[src/rtl/tc_io_gpio_bank.sv]
// GPIO bank: per-channel output enable/data, synchronised and optionally debounced
// inputs, and rise/fall edge capture into a W1C pending register that drives irq_o.
module tc_io_gpio_bank #(
    parameter int NUM_CH      = 8,
    parameter int DB_DIV_W    = 16,
    parameter int SYNC_STAGES = 2
) (
    input  logic              clk_i,
    input  logic              rst_n_i,
    input  logic              wr_en_i,
    input  logic              rd_en_i,
    input  logic [2:0]        addr_i,
    input  logic [31:0]       wdata_i,
    output logic [31:0]       rdata_o,
    output logic [NUM_CH-1:0] gpio_c2p_o,
    output logic [NUM_CH-1:0] gpio_c2p_en_o,
    input  logic [NUM_CH-1:0] gpio_p2c_i,
    output logic              irq_o
);

    localparam logic [2:0] ADDR_OE      = 3'd0;
    localparam logic [2:0] ADDR_OUT     = 3'd1;
    localparam logic [2:0] ADDR_IN      = 3'd2;
    localparam logic [2:0] ADDR_RISE_EN = 3'd3;
    localparam logic [2:0] ADDR_FALL_EN = 3'd4;
    localparam logic [2:0] ADDR_PEND    = 3'd5;
    localparam logic [2:0] ADDR_DB_DIV  = 3'd6;

    logic [NUM_CH-1:0]                  oe_r, out_r, rise_en_r, fall_en_r, pend_r;
    logic [DB_DIV_W-1:0]                db_div_r, presc_cnt_r;
    logic [SYNC_STAGES-1:0][NUM_CH-1:0] sync_r;
    logic [NUM_CH-1:0]                  smp_r, db_filt_r, filt_d_r;
    logic [31:0]                        rdata_r;
    logic                               irq_r;

    logic [NUM_CH-1:0]   wdata_ch_s, sync_s, filt_s, rise_s, fall_s, set_s, clr_s, eq_s;
    logic [DB_DIV_W-1:0] wdata_div_s;
    logic                we_oe_s, we_out_s, we_rise_s, we_fall_s, we_pend_s, we_div_s;
    logic                bypass_s, tick_s;
    logic [31:0]         rd_mux_s;
    logic                unused_wdata_s;

    assign wdata_ch_s     = wdata_i[NUM_CH-1:0];
    assign wdata_div_s    = wdata_i[DB_DIV_W-1:0];
    assign unused_wdata_s = ^wdata_i;

    // Write strobe decode; IN and the reserved slot have no storage to write.
    always_comb begin
        we_oe_s   = 1'b0;
        we_out_s  = 1'b0;
        we_rise_s = 1'b0;
        we_fall_s = 1'b0;
        we_pend_s = 1'b0;
        we_div_s  = 1'b0;
        if (wr_en_i) begin
            case (addr_i)
                ADDR_OE:      we_oe_s   = 1'b1;
                ADDR_OUT:     we_out_s  = 1'b1;
                ADDR_RISE_EN: we_rise_s = 1'b1;
                ADDR_FALL_EN: we_fall_s = 1'b1;
                ADDR_PEND:    we_pend_s = 1'b1;
                ADDR_DB_DIV:  we_div_s  = 1'b1;
                default:      we_oe_s   = 1'b0;
            endcase
        end else begin
            we_oe_s = 1'b0;
        end
    end

    // Control registers written directly from the bus.
    always_ff @(posedge clk_i or negedge rst_n_i) begin
        if (!rst_n_i) begin
            oe_r      <= '0;
            out_r     <= '0;
            rise_en_r <= '0;
            fall_en_r <= '0;
            db_div_r  <= '0;
        end else begin
            if (we_oe_s)   oe_r      <= wdata_ch_s;
            if (we_out_s)  out_r     <= wdata_ch_s;
            if (we_rise_s) rise_en_r <= wdata_ch_s;
            if (we_fall_s) fall_en_r <= wdata_ch_s;
            if (we_div_s)  db_div_r  <= wdata_div_s;
        end
    end

    // Input synchroniser chain for the asynchronous pad inputs.
    always_ff @(posedge clk_i or negedge rst_n_i) begin
        if (!rst_n_i) begin
            sync_r <= '0;
        end else begin
            sync_r[0] <= gpio_p2c_i;
            for (int s = 1; s < SYNC_STAGES; s++) begin
                sync_r[s] <= sync_r[s-1];
            end
        end
    end

    assign sync_s   = sync_r[SYNC_STAGES-1];
    assign bypass_s = (db_div_r == '0);
    assign tick_s   = !bypass_s && (presc_cnt_r == db_div_r);

    // Shared debounce prescaler; a divisor write restarts the count.
    always_ff @(posedge clk_i or negedge rst_n_i) begin
        if (!rst_n_i) begin
            presc_cnt_r <= '0;
        end else if (we_div_s || tick_s || bypass_s) begin
            presc_cnt_r <= '0;
        end else begin
            presc_cnt_r <= presc_cnt_r + DB_DIV_W'(1);
        end
    end

    assign eq_s = ~(sync_s ^ smp_r);

    // Debounce filter; tracks sync while bypassed so enabling it causes no false edge.
    always_ff @(posedge clk_i or negedge rst_n_i) begin
        if (!rst_n_i) begin
            smp_r     <= '0;
            db_filt_r <= '0;
        end else if (bypass_s) begin
            smp_r     <= sync_s;
            db_filt_r <= sync_s;
        end else if (tick_s) begin
            smp_r     <= sync_s;
            db_filt_r <= (eq_s & sync_s) | (~eq_s & db_filt_r);
        end
    end

    assign filt_s = bypass_s ? sync_s : db_filt_r;
    assign rise_s = filt_s & ~filt_d_r;
    assign fall_s = ~filt_s & filt_d_r;
    assign set_s  = (rise_s & rise_en_r) | (fall_s & fall_en_r);
    assign clr_s  = we_pend_s ? wdata_ch_s : '0;

    // Edge history, pending capture (set beats clear) and registered interrupt.
    always_ff @(posedge clk_i or negedge rst_n_i) begin
        if (!rst_n_i) begin
            filt_d_r <= '0;
            pend_r   <= '0;
            irq_r    <= 1'b0;
        end else begin
            filt_d_r <= filt_s;
            pend_r   <= (pend_r & ~clr_s) | set_s;
            irq_r    <= |(pend_r & (rise_en_r | fall_en_r));
        end
    end

    // Read mux, zero-extended to the bus width.
    always_comb begin
        rd_mux_s = 32'd0;
        case (addr_i)
            ADDR_OE:      rd_mux_s[NUM_CH-1:0]   = oe_r;
            ADDR_OUT:     rd_mux_s[NUM_CH-1:0]   = out_r;
            ADDR_IN:      rd_mux_s[NUM_CH-1:0]   = filt_s;
            ADDR_RISE_EN: rd_mux_s[NUM_CH-1:0]   = rise_en_r;
            ADDR_FALL_EN: rd_mux_s[NUM_CH-1:0]   = fall_en_r;
            ADDR_PEND:    rd_mux_s[NUM_CH-1:0]   = pend_r;
            ADDR_DB_DIV:  rd_mux_s[DB_DIV_W-1:0] = db_div_r;
            default:      rd_mux_s               = 32'd0;
        endcase
    end

    // Read data register holds until the next read strobe.
    always_ff @(posedge clk_i or negedge rst_n_i) begin
        if (!rst_n_i) begin
            rdata_r <= 32'd0;
        end else if (rd_en_i) begin
            rdata_r <= rd_mux_s;
        end
    end

    assign rdata_o       = rdata_r;
    assign gpio_c2p_o    = out_r;
    assign gpio_c2p_en_o = oe_r;
    assign irq_o         = irq_r;

endmodule

[config.mk]
export PLATFORM = sky130hd
export DESIGN_NAME = tc_io_gpio_bank
export DESIGN_NICKNAME = d
export VERILOG_FILES = /design/src/rtl/tc_io_gpio_bank.sv
export SDC_FILE = /design/constraint.sdc
export NUM_CORES = 1
export LEC_CHECK = 0
export CAP_MARGIN = 0
export CORE_MARGIN = 1
export CORE_UTILIZATION = 48
export CTS_BUF_LIST = sky130_fd_sc_hd__clkbuf_16
export CTS_CLUSTER_DIAMETER = 120
export DETAILED_ROUTE_END_ITERATION = 8
export PLACE_DENSITY = 0.73
export SYNTH_ARGS = -nofsm -noshare
export SYNTH_HDL_FRONTEND = slang
export SYNTH_SLANG_ARGS = --single-unit
[constraint.sdc]
create_clock -name clk_i -period 2 [get_ports clk_i]
set_input_delay 0.5 -clock clk_i [delete_from_list [all_inputs] [get_ports clk_i]]
set_output_delay 0.5 -clock clk_i [all_outputs]
set_load 0.01 [all_outputs]
==> run summary, run 1 <==
The run finished with clean final reports. The filler cell count came out at 869. The highest clock rate is 0.505 GHz.

The final period demand of the worst path is 1.98 ns. On the final layout, the worst hold slack is 0.0998 ns. The number of warnings reported in the yosys synthesis log came out at 0. The number of top-level pins came out at 96. The net total in the final layout is between 600 and 700. The worst-case IR drop observed on VDD is between 0.0006 and 0.0007 V.

Sorting the synthesized cells by area gives the leading types as sky130_fd_sc_hd__dfrtp_1 (55%), sky130_fd_sc_hd__mux2_2 (11%), sky130_fd_sc_hd__xor2_1 (3.6%). The antenna diode count came out at 0. The worst setup slack after layout is 0.0201 ns. The via count came out at 4408. The total wire length is 14.3 mm. For this run, the total global-route usage over all layers was measured as 0.240.

The clock transition at the registers of the reported paths came out at 0.05 ns. Setup repair after global routing could not meet its margin everywhere. In this run the clock root is driven by a sky130_fd_sc_hd__clkbuf_16. In the routed design, unresolved DRC markers number 0. The power per standard cell area is 1020 nW/µm².

Measured along the x axis, the die boundary spans around 110 µm. The worst setup path is captured at a flop. The hold violation count in the final report came out at 0. Of the total synthesized cell area, the portion taken by AND, OR, NAND and NOR gates is 0.105. Of the post-synthesis cell area, the dominant cell type holds 0.548. Across the routed clock network, the largest skew measured is 0.0103 ns.

The maximum net fanout on the critical path is 7. The number of storage elements in the synthesis netlist came out at 129. The average cell area after synthesis is 12.1 µm². The congestion estimate from routability-driven global placement came to 0.870. The total of hold buffers inserted after clock tree synthesis came out at 0. The arrival time at the worst endpoint is 2.28 ns. The number of flops mapped to enable cells by yosys came out at 0. The number of buffers on the longest clock path is 2. The remaining global-route overflow is 0.

Traced cell by cell, the critical path runs through buf_4 > xor2_1 > nor4_2 > nand4_1 > buf_6 > buf_6 > o22a_1 > o221a_1. Of the post-synthesis cell area, the part taken by muxes is 0.140. The data required time of the critical path is 2.30 ns. The detailed-router iteration count before antenna repair is 4.

The initial antenna violation count came to 0. The synthesized-area fraction occupied by ao, oa, aoi and oai cells came out at 0.113. The post-placement setup slack came out at -0.218 ns. The effective utilization at floorplan came out at 0.490. The combinational family with the most area after synthesis is multiplexers. The number of setup violations in the final report came out at 0. Grouping stages by cell kind, the critical path spends the most delay in simple AND/OR/NAND/NOR gates.

The CTS tree is yes. The critical path is of the flop to flop type. The floorplan core area is 12000 µm². The total CTS buffers is 17.

The measured slew at the worst slew-check pin came out at 0.592 ns. The vertical die dimension is approximately 110 µm. The share of flip-flops with an asynchronous set or reset after synthesis came out at 1.00. The tightest min-delay check is of the primary input to asynchronous set/reset pin type.

The worst setup path is launched from a flop. Synthesis produced 485 cells. Entering global routing, the biggest net connects 43 pins. The global-route wire length before repair is 23.0 mm. The adder-cell share of the synthesized area came out at 0.00212. Of the total synthesized cell area, the portion taken by XOR and XNOR cells is 0.0446. After detailed routing, the average wire length per cell comes to 18.1 µm. The maximum single-stage delay on the critical path is 0.37 ns. The post-synthesis cell area came out at around 5900 µm².

The floorplan step defined a die boundary enclosing ~13000 µm². The unique cell type count in the Yosys netlist is 48. The total number of clock tree sinks is 129. The remaining max-slew budget at the tightest pin is 0.605.

The commonest cells after synthesis are sky130_fd_sc_hd__dfrtp_1 (129), sky130_fd_sc_hd__mux2_2 (57), sky130_fd_sc_hd__o21ai_0 (27), sky130_fd_sc_hd__nand2_1 (26), sky130_fd_sc_hd__xor2_1 (24). Among all flip-flop cells after synthesis, the most frequent one is sky130_fd_sc_hd__dfrtp_1. The wire-length estimate of the detail-placed layout is roughly 9.7 mm. The count of port buffers added during placement came out at 63. Counting both buffers and inverters, the worst setup path holds a total of 3. The area growth from synthesis to layout is 35.3%. The most numerous cell type found on the critical path is sky130_fd_sc_hd__buf_6. The post-detailed-route via-to-cell ratio is 5.56.

The static leakage is around 3.7 nW. Of the synthesized area, sequential elements account for 0.548. The antenna violation net count after detailed routing came out at 0. Among all stages on the critical path, the largest delay is contributed by sky130_fd_sc_hd__dfrtp_1. The H-tree level count came out at 4. Summed over all instances, the cell type with the most area after synthesis is sky130_fd_sc_hd__dfrtp_1. The clock latency on the worst-skew pair came out at around 0.42 ns. The via count of the first global-routing pass is approximately 4400. The most frequently used cell type in the post-synthesis netlist is sky130_fd_sc_hd__dfrtp_1.

The violation count after the first detailed-route iteration is 249. In the final layout, the share of cells above drive strength 1 is 0.289. The total power draw is between 8 and 9 mW. The number of cell rows is 40.

The total count of max-transition violations in the final report came out at 0. The number of maximum-capacitance constraint violations is 0. The period utilization came out at 0.990.
==> what timing repair did <==
action                     CTS  global route
pin swaps                    1            20
setup endpoints to repair    4            38
cloned                       1             1
hold endpoints to repair     0             0
buffers inserted             3             7
gates resized for setup      1            24
==> cells in the final DEF, fill, tap and decap left out, drive strengths merged, types with 6 or more instances in the layout <==
master / instances
a21o: 6
a22oi: 7
a32oi: 6
buf: 86
clkbuf: 17
clkdlybuf4s50: 62
conb: 16
dfrtp: 129
inv: 25
mux2: 57
mux2i: 11
nand2: 26
nand2b: 15
nand3: 9
nand4: 8
nor2: 22
nor4: 8
o21ai: 27
o221a: 8
o221ai: 8
o22a: 8
xnor2: 6
xor2: 24
==> routing by layer <==
| metal | global-route usage | wire length (µm) | up-vias |
|---|---|---|---|
| li1 | - | - | 2020 |
| met1 | 0.306 | 6070 | 2231 |
| met2 | 0.399 | 7300 | 139 |
| met3 | 0.0605 | 691 | 18 |
| met4 | 0.0880 | 261 | 0 |
| met5 | 0 | 0 | - |
==> registers in the layout, summed over array words and instances, names as in the netlist, named ones only <==
name	flops
db_div_r	16
gpio_c2p_en_o	8
presc_cnt_r	16
fall_en_r	8
pend_r	8
filt_d_r	8
sync_s	8
gpio_c2p_o	8
rise_en_r	8
smp_r	8
irq_o	1
rdata_o	16
sync_r	8
==> power by group <==
group          switching, mW  total [mW]  leakage [nW]  internal (mW)
clock                   1.06        2.96         0.302           1.90
sequential             0.415        3.48          1.63           3.07
combinational          0.698        1.69          1.77          0.992
==> area by class of cell <==
cell class	count	area, µm²	share of cell area
Inverter	18	67.6	0.00848
Sequential cell	129	3230	0.405
Timing Repair Buffer	148	1390	0.174
Tap cell	147	184	0.0231
Clock inverter	15	138	0.0173
Clock buffer	17	425	0.0534
Multi-Input combinational cell	319	2540	0.319
==> path summary, 6_finish.rpt <==
kind	slack [ns]	cells after the start	endpoint	startpoint
worst max-delay path	0.02	8	flop	db_div_r[7]
worst min-delay path	0.1	1	gpio_c2p_en_o[2]	rst_n_i
worst max register to register	0.02	8	flop	db_div_r[7]
worst min register to register	0.35	0	sync_s[6]	sync_r[6]
max in group asynchronous	1.25	2	db_div_r[9]	rst_n_i
min in group clk_i	0.35	0	sync_s[6]	sync_r[6]
==> stage by stage <==
step | cell area, µm² | TNS (ns) | utilization | cells
after floorplan | 5950 | 0 | - | 500
after global placement | 7210 | -7.24 | 0.600 | 749
after detailed placement | 7210 | -9.86 | 0.600 | 749
after CTS | 7820 | 0 | 0.651 | 785
after global routing | 7970 | -0.414 | 0.663 | 793
final | 7970 | 0 | 0.663 | 793
==> cells by family after synthesis <==
| logic type | after synthesis |
|---|---|
| buffers and inverters | 53 |
| adders and majority gates | 1 |
| muxes | 71 |
| AOI/OAI and AO/OA | 90 |
| DFF | 129 |
| and+or+nand+nor | 110 |
| xor gates and xnor gates | 30 |
| other | 1 |
No activity file was read; power rests on OpenSTA's default activity.
==> inputs of run 2 (changes only) <==
--- a/config.mk
+++ b/config.mk
@@ -6,6 +6,7 @@
 export NUM_CORES = 1
 export LEC_CHECK = 0
 export CAP_MARGIN = 0
+export CORE_ASPECT_RATIO = 2
 export CORE_MARGIN = 1
 export CORE_UTILIZATION = 48
 export CTS_BUF_LIST = sky130_fd_sc_hd__clkbuf_16
==> run 2 against run 1 <==
Effect of this change: the run now ends with negative setup slack left; power is essentially flat; die area rose by 0.21%; clock skew shrank 0.0010 ns; clock power is essentially flat; critical path depth unchanged; largest power group unchanged; cell count decreased by 1.4%; sequential share of layout area fell by 0.13 points; clock-buffer cell count stayed put; first-iteration DRC count fell by 20%; critical path type unchanged; sequential cell count unchanged; worst hold slack lost 0.083 ns; non-clock buffer count fell by 8.
==> run summary, run 2 (same netlist as run 1, synthesis figures left out) <==
The post-detailed-route via-to-cell ratio came to 5.61 (+0.88%). TritonCTS built the clock tree. The vertical die dimension is 159 µm (+41%). The violation count after the first detailed-route iteration came out at 200 (-20%).

The measured slew at the worst slew-check pin is 0.495 ns (-0.0972 ns). The clock latency on the worst-skew pair is 0.42 ns (about the same). The floorplan core area is 11800 µm² (-1.4%).

The total number of clock tree sinks came to 129 (unchanged). The flow ran to the end, but the final reports show violations. The number of buffers on the longest clock path is 2 (unchanged).

The clock transition at the registers of the reported paths is 0.06 ns (about the same). The H-tree level count is 4 (unchanged). The non-filler instance count after layout is 782 (-1.4%). The critical path capture point type is a flop. The net total in the final layout came out at 672 (-1.3%).

The ratio of cells with drive above 1 in the final layout is 0.309 (+0.0198). The total negative setup slack came out at -0.138 ns (-0.138 ns). The DRC violation count after routing is 0 (unchanged). The clock skew after layout came out at 0.00927 ns (-0.00101 ns). The routed length per instance is 20.0 µm (+11%). The count of port buffers added during placement came out at 63 (unchanged). The cell count after placement is 737 (-1.6%).

The antenna diode count is 0 (unchanged). The hold violation count in the final report came out at 0 (unchanged). The via count came out at 4385 (-0.52%). The antenna violation net count after detailed routing is 0 (unchanged). The period utilization came out at 1.01 (+0.0225). The routability congestion estimate from global placement is 0.896 (+3.1%). The number of setup violations in the final report is 7 (+7). The final period demand of the worst path is 2.02 ns (+0.0451 ns). The filler cell count is 854 (-1.7%). The start-to-end type of the worst setup path is flop to flop.

The highest clock rate came out at 0.494 GHz (-2.2%). The maximum net fanout on the critical path came out at 6 (-1). The total die area is 12700 µm² (+0.21%).

The total CTS buffers is 17 (unchanged). The worst setup slack after layout is -0.0250 ns (-0.0451 ns). The total wire length came out at 15.6 mm (+9.1%).

Leaving out fill and tap cells, the most frequent cell in the layout is sky130_fd_sc_hd__dfrtp_1. The tightest min-delay check is of the primary input to asynchronous set/reset pin type. The pin count of the biggest net entering global routing is 52 (+21%).

The placed wire-length estimate came out at 11.1 mm (+14%). The total of hold buffers inserted after clock tree synthesis came out at 0 (unchanged). The remaining global-route overflow came out at 0 (unchanged). The number of top-level pins was 96 (unchanged). The flop-to-flop setup slack was -0.02 ns (-0.05 ns). The total count of max-transition violations in the final report came out at 0 (unchanged). The library cells used most frequently in the layout, excluding fill and tap cells, are sky130_fd_sc_hd__dfrtp_1 (126), sky130_fd_sc_hd__clkdlybuf4s50_1 (62), sky130_fd_sc_hd__buf_4 (62). The arrival time at the worst endpoint came out at 2.32 ns (+0.04 ns). The global-route wire length before repair came out at 24.0 mm (+4.4%). The data required time of the critical path is 2.30 ns (about the same). The number of maximum-capacitance constraint violations came out at 0 (unchanged).

The remaining max-slew budget at the tightest pin is 0.666 (+0.0613). The via count of the first global-routing pass is 4762 (+8.5%). The detailed-router iteration count before antenna repair was 4 (unchanged). The aggregate global-route resource usage is 0.263 (+0.0228). STA classifies the critical path startpoint as a flop.

Setup repair after global routing could not meet its margin everywhere. The initial antenna violation count came out at 0 (unchanged). Clock tree synthesis selected as its root buffer the cell sky130_fd_sc_hd__clkbuf_16.

The depth of the most critical reg-to-reg path came out at 8 (unchanged). The instance area at placement is 7110 µm² (-1.4%). The total power draw is 8.13 mW (about the same).

The area growth from synthesis to layout is 35.8%. The checks that failed: negative setup slack. The x dimension of the die came out at 80.3 µm (-29%). The maximum vdd drop came out at 0.000606 V (-5.9%).

The number of cell rows is 56 (+40%). The post-route cell area came out at 8000 µm² (+0.39%). The effective utilization at floorplan came to 0.497 (+0.00705). The static leakage is 3.62 nW (-2.0%).

The power per standard cell area came out at 1020 nW/µm² (-0.48%).
==> run 2: worst paths after layout <==
path                             startpoint          end
worst max-delay path            db_div_r[3]     smp_r[3]
worst min-delay path                rst_n_i   rdata_o[8]
worst max register to register  db_div_r[3]     smp_r[3]
worst min register to register    sync_r[6]    sync_s[6]
max in group asynchronous           rst_n_i  db_div_r[0]
min in group clk_i                sync_r[6]    sync_s[6]
==> run 2: repair_timing <==
item | CTS | global route
setup endpoints to repair | 40 | 44
cloned | 1 | 2
pin swaps | 5 | 25
setup buffers | 6 | 7
resized for setup | 14 | 30
==> run 2: routing by layer <==
metal  vias up  wire [µm]  global-route usage
met3        53        565              0.0556
met1      2173       5360               0.263
met4         0        935               0.188
met5         -          0                   0
li1       1999          -                   -
met2       160       8760               0.472
==> run 2: layout make-up <==
cell class	count	area (µm²)	area share
timing repair buffer	140	1360	0.169
clock buffer	17	425	0.0532
multi-input combinational	318	2590	0.324
tap	145	181	0.0227
sequential	129	3230	0.404
clock inverter	15	144	0.0180
inverter	18	67.6	0.00845
==> run 2: through the flow <==
stage	util	hold WS, ns	setup WS (ns)
floorplan	-	0.204	0.0766
global placement	0.600	0.333	-0.264
detailed placement	0.600	0.337	-0.312
CTS	0.655	0.0219	0.00580
global route	0.676	0.0345	-0.124
finish	0.676	0.0168	-0.0250
==> run 2: report_power, final <==
part | total, mW | internal [mW] | switching [mW]
clock | 2.96 | 1.82 | 1.14
sequential | 3.54 | 3.07 | 0.473
combinational | 1.63 | 0.946 | 0.680
==> run 2: critical path: stages, from the launching register on <==
cell	delay, ns
sky130_fd_sc_hd__dfrtp_1	0.44
sky130_fd_sc_hd__buf_6	0.16
sky130_fd_sc_hd__xor2_2	0.16
sky130_fd_sc_hd__nor4_2	0.29
sky130_fd_sc_hd__nand4_1	0.16
sky130_fd_sc_hd__buf_6	0.17
sky130_fd_sc_hd__nand2_4	0.09
sky130_fd_sc_hd__buf_12	0.13
sky130_fd_sc_hd__mux2_4	0.30
==> inputs of run 3 (changes only) <==
--- a/config.mk
+++ b/config.mk
@@ -9,10 +9,10 @@
 export CORE_ASPECT_RATIO = 2
 export CORE_MARGIN = 1
 export CORE_UTILIZATION = 48
-export CTS_BUF_LIST = sky130_fd_sc_hd__clkbuf_16
 export CTS_CLUSTER_DIAMETER = 120
 export DETAILED_ROUTE_END_ITERATION = 8
-export PLACE_DENSITY = 0.73
+export GPL_TIMING_DRIVEN = 0
+export PLACE_DENSITY = 0.76
 export SYNTH_ARGS = -nofsm -noshare
 export SYNTH_HDL_FRONTEND = slang
 export SYNTH_SLANG_ARGS = --single-unit
==> run 3 against run 2 <==
Effect of this change: the flow still finishes with violations (negative setup slack); clock skew decreased by 0.0033 ns; core utilization decreased by 2.5 points; sequential share of layout area increased by 1.6 points; clock power increased by 10%; cell count decreased by 3.5%; highest routed layer unchanged.
==> run summary, run 3 (same netlist as run 1, synthesis figures left out) <==
The run finished, with violations left. The checks that failed: negative setup slack. The clock skew after layout came to 0.00593 ns (-0.00334 ns). STA classifies the critical path startpoint as a flop. The total wire length is 15.3 mm (-2.1%).

The post-placement setup slack is -0.816 ns (-0.504 ns). The clock transition at the registers of the reported paths was 0.05 ns (about the same). The post-detailed-route via-to-cell ratio came to 5.84 (+4.1%). The worst hold path begins at sync_r[5].

The total power draw came out at 8.31 mW (+2.2%). The flop-to-flop setup slack is -0.01 ns (about the same). The post-route cell area is 7710 µm² (-3.6%). The maximum single-stage delay on the critical path is 0.46 ns (+0.02 ns).

The floorplan core area came out at 11800 µm² (unchanged). The most numerous cell type found on the critical path is sky130_fd_sc_hd__buf_4. The number of top-level pins is 96 (unchanged). The final period demand of the worst path is 2.01 ns (-0.0146 ns).

The path class of the tightest hold or removal check is flop to flop. The vertical die dimension is 159 µm (unchanged). The total CTS buffers came to 17 (unchanged). The number of setup violations in the final report came to 1 (-6).

The arrival time at the worst endpoint is 2.30 ns (-0.02 ns). The H-tree level count came out at 4 (unchanged). The total die area is 12700 µm² (unchanged). The via count is 4406 (+0.48%). The path with the worst hold slack has its endpoint at sync_s[5]. The pin count of the biggest net entering global routing is 97 (+87%). The maximum vdd drop is 0.000851 V (+41%).

The static leakage was 3.47 nW (-4.3%). The routed length per instance was 20.3 µm (+1.4%). The x dimension of the die is 80.3 µm (unchanged).

The effective utilization at floorplan came to 0.497 (unchanged). The growth of design area from synthesis to finish is 30.9%. The period utilization was 1.01 (-0.00730). The non-filler instance count after layout is 755 (-3.5%). The worst flop-to-flop path endpoint is pend_r[0]. The initial antenna violation count came out at 0 (unchanged). The number of buffers on the longest clock path was 2 (unchanged). The total negative setup slack came out at -0.0103 ns (+0.127 ns). The total count of max-transition violations in the final report is 0 (unchanged). Setup repair after global routing could not meet its margin everywhere. The cell count after placement is 706 (-4.2%). The measured slew at the worst slew-check pin came to 0.610 ns (+0.114 ns).

The routability congestion estimate from global placement was 0.909 (+1.4%). The worst hold path passes through 0 cells. The violation count after the first detailed-route iteration is 307 (+54%). The aggregate global-route resource usage is 0.261 (-0.00253).

The antenna diode count came out at 0 (unchanged). The clock latency on the worst-skew pair is 0.42 ns (about the same). The worst register-to-register path begins at db_div_r[3]. The antenna violation net count after detailed routing is 0 (unchanged).

The buffer cell driving the clock tree root is sky130_fd_sc_hd__clkbuf_16. The remaining max-slew budget at the tightest pin came out at 0.594 (-0.0727). The remaining global-route overflow was 0 (unchanged). The placed wire-length estimate came out at 10.6 mm (-4.7%).

The ratio of cells with drive above 1 in the final layout is 0.287 (-0.0224). The worst setup path is captured at a flop. The family with the most delay on the worst path is simple AND/OR/NAND/NOR gates. The count of port buffers added during placement is 60 (-4.8%). The instance area at placement is 6760 µm² (-4.9%). The combined buffer and inverter count along the critical path came to 2 (-1).

The number of cell rows is 56 (unchanged). The depth of the most critical reg-to-reg path came out at 7 (-1). The number of maximum-capacitance constraint violations was 0 (unchanged). The net total in the final layout came out at 646 (-3.9%). The total number of clock tree sinks came out at 129 (unchanged). The worst setup slack after layout is -0.0103 ns (+0.0146 ns). The highest clock rate came out at 0.497 GHz (+0.73%). The via count of the first global-routing pass came out at 4670 (-1.9%). The hold violation count in the final report came out at 0 (unchanged). Walking the worst path, the cells encountered are buf_4 > nor4_4 > nand4_4 > buf_4 > mux2i_4 > nor3b_1 > a311o_1.

TritonCTS built the clock tree. The filler cell count came out at 902 (+5.6%). The maximum net fanout on the critical path came to 4 (-2).

The DRC violation count after routing came to 0 (unchanged). The library cell used most frequently in the layout, excluding fill and tap cells, is sky130_fd_sc_hd__dfrtp_1. The slowest stage of the critical path is the sky130_fd_sc_hd__dfrtp_2 cell. The setup path with the least slack is of type flop to flop.

The detailed-router iteration count before antenna repair came to 4 (unchanged). The top cell types in the final layout, fill and taps aside, are sky130_fd_sc_hd__dfrtp_1 (119), sky130_fd_sc_hd__clkdlybuf4s50_1 (59), sky130_fd_sc_hd__mux2_2 (57). The global-route wire length before repair is 23.9 mm (-0.40%). The data required time of the critical path is 2.29 ns (about the same).

The power per standard cell area was 1080 nW/µm² (+6.1%).
## run 3: changes by cell type in the layout (fill, tap and decap cells not counted), sizes merged
cell	before	now
clkbuf	19	29
bufinv	2	4
buf	76	46
inv	21	18
clkinv	6	3
clkinvlp	4	3
clkdlybuf4s50	62	59
dlygate4sd3	0	1
## run 3: worst max-delay path by stage
stage / from / endpoint / slack [ns] / cells past startpoint
after floorplan: addr_i[0] / gpio_c2p_en_o[0] / 0.08 / 4
after detailed placement: addr_i[1] / gpio_c2p_en_o[3] / -0.82 / 4
after global placement: rst_n_i / gpio_c2p_o[5] / -4.42 / 1
after global routing: presc_cnt_r[2] / flop / -0.08 / 7
final: db_div_r[3] / pend_r[0] / -0.01 / 7
after CTS: db_div_r[15] / flop / 0.001 / 7
## run 3: area by class of cell
type,instances,area (µm²),share of cell area
sequential,129,3240,0.420
multi-input combinational,318,2580,0.335
buffer,33,214,0.0278
timing repair buffer,81,796,0.103
clock inverter,10,158,0.0205
tap,145,181,0.0235
inverter,18,67.6,0.00876
clock buffer,21,470,0.0610
## run 3: metrics by stage
| stage | util | hold WS (ns) |
|---|---|---|
| after floorplan | - | 0.204 |
| after global placement | 0.568 | 0.332 |
| after detailed placement | 0.571 | 0.336 |
| after CTS | 0.639 | 0.348 |
| after global routing | 0.651 | 0.354 |
| final | 0.651 | 0.345 |
## run 3: routing by layer
metal  GRT usage  share of wire  vias up
li1            -              -     1954
met1       0.254           0.34     2203
met2       0.473           0.55      179
met3      0.0539          0.039       70
met4       0.189          0.066        0
met5           0              0        -
## run 3: what timing repair did
action                                  CTS  global route
endpoints found under the hold margin    33             0
pin swaps                                 5             9
buffers inserted                          8            10
endpoints found under the setup margin   73            67
gates resized for setup                  26            21
cloned                                    0             1
hold buffers                              1             0
## run 3: report_power, final
part | internal (mW) | switching [mW]
clock network | 2.17 | 1.10
logic | 0.815 | 0.602
registers | 3.08 | 0.546
total | 6.06 | 2.25
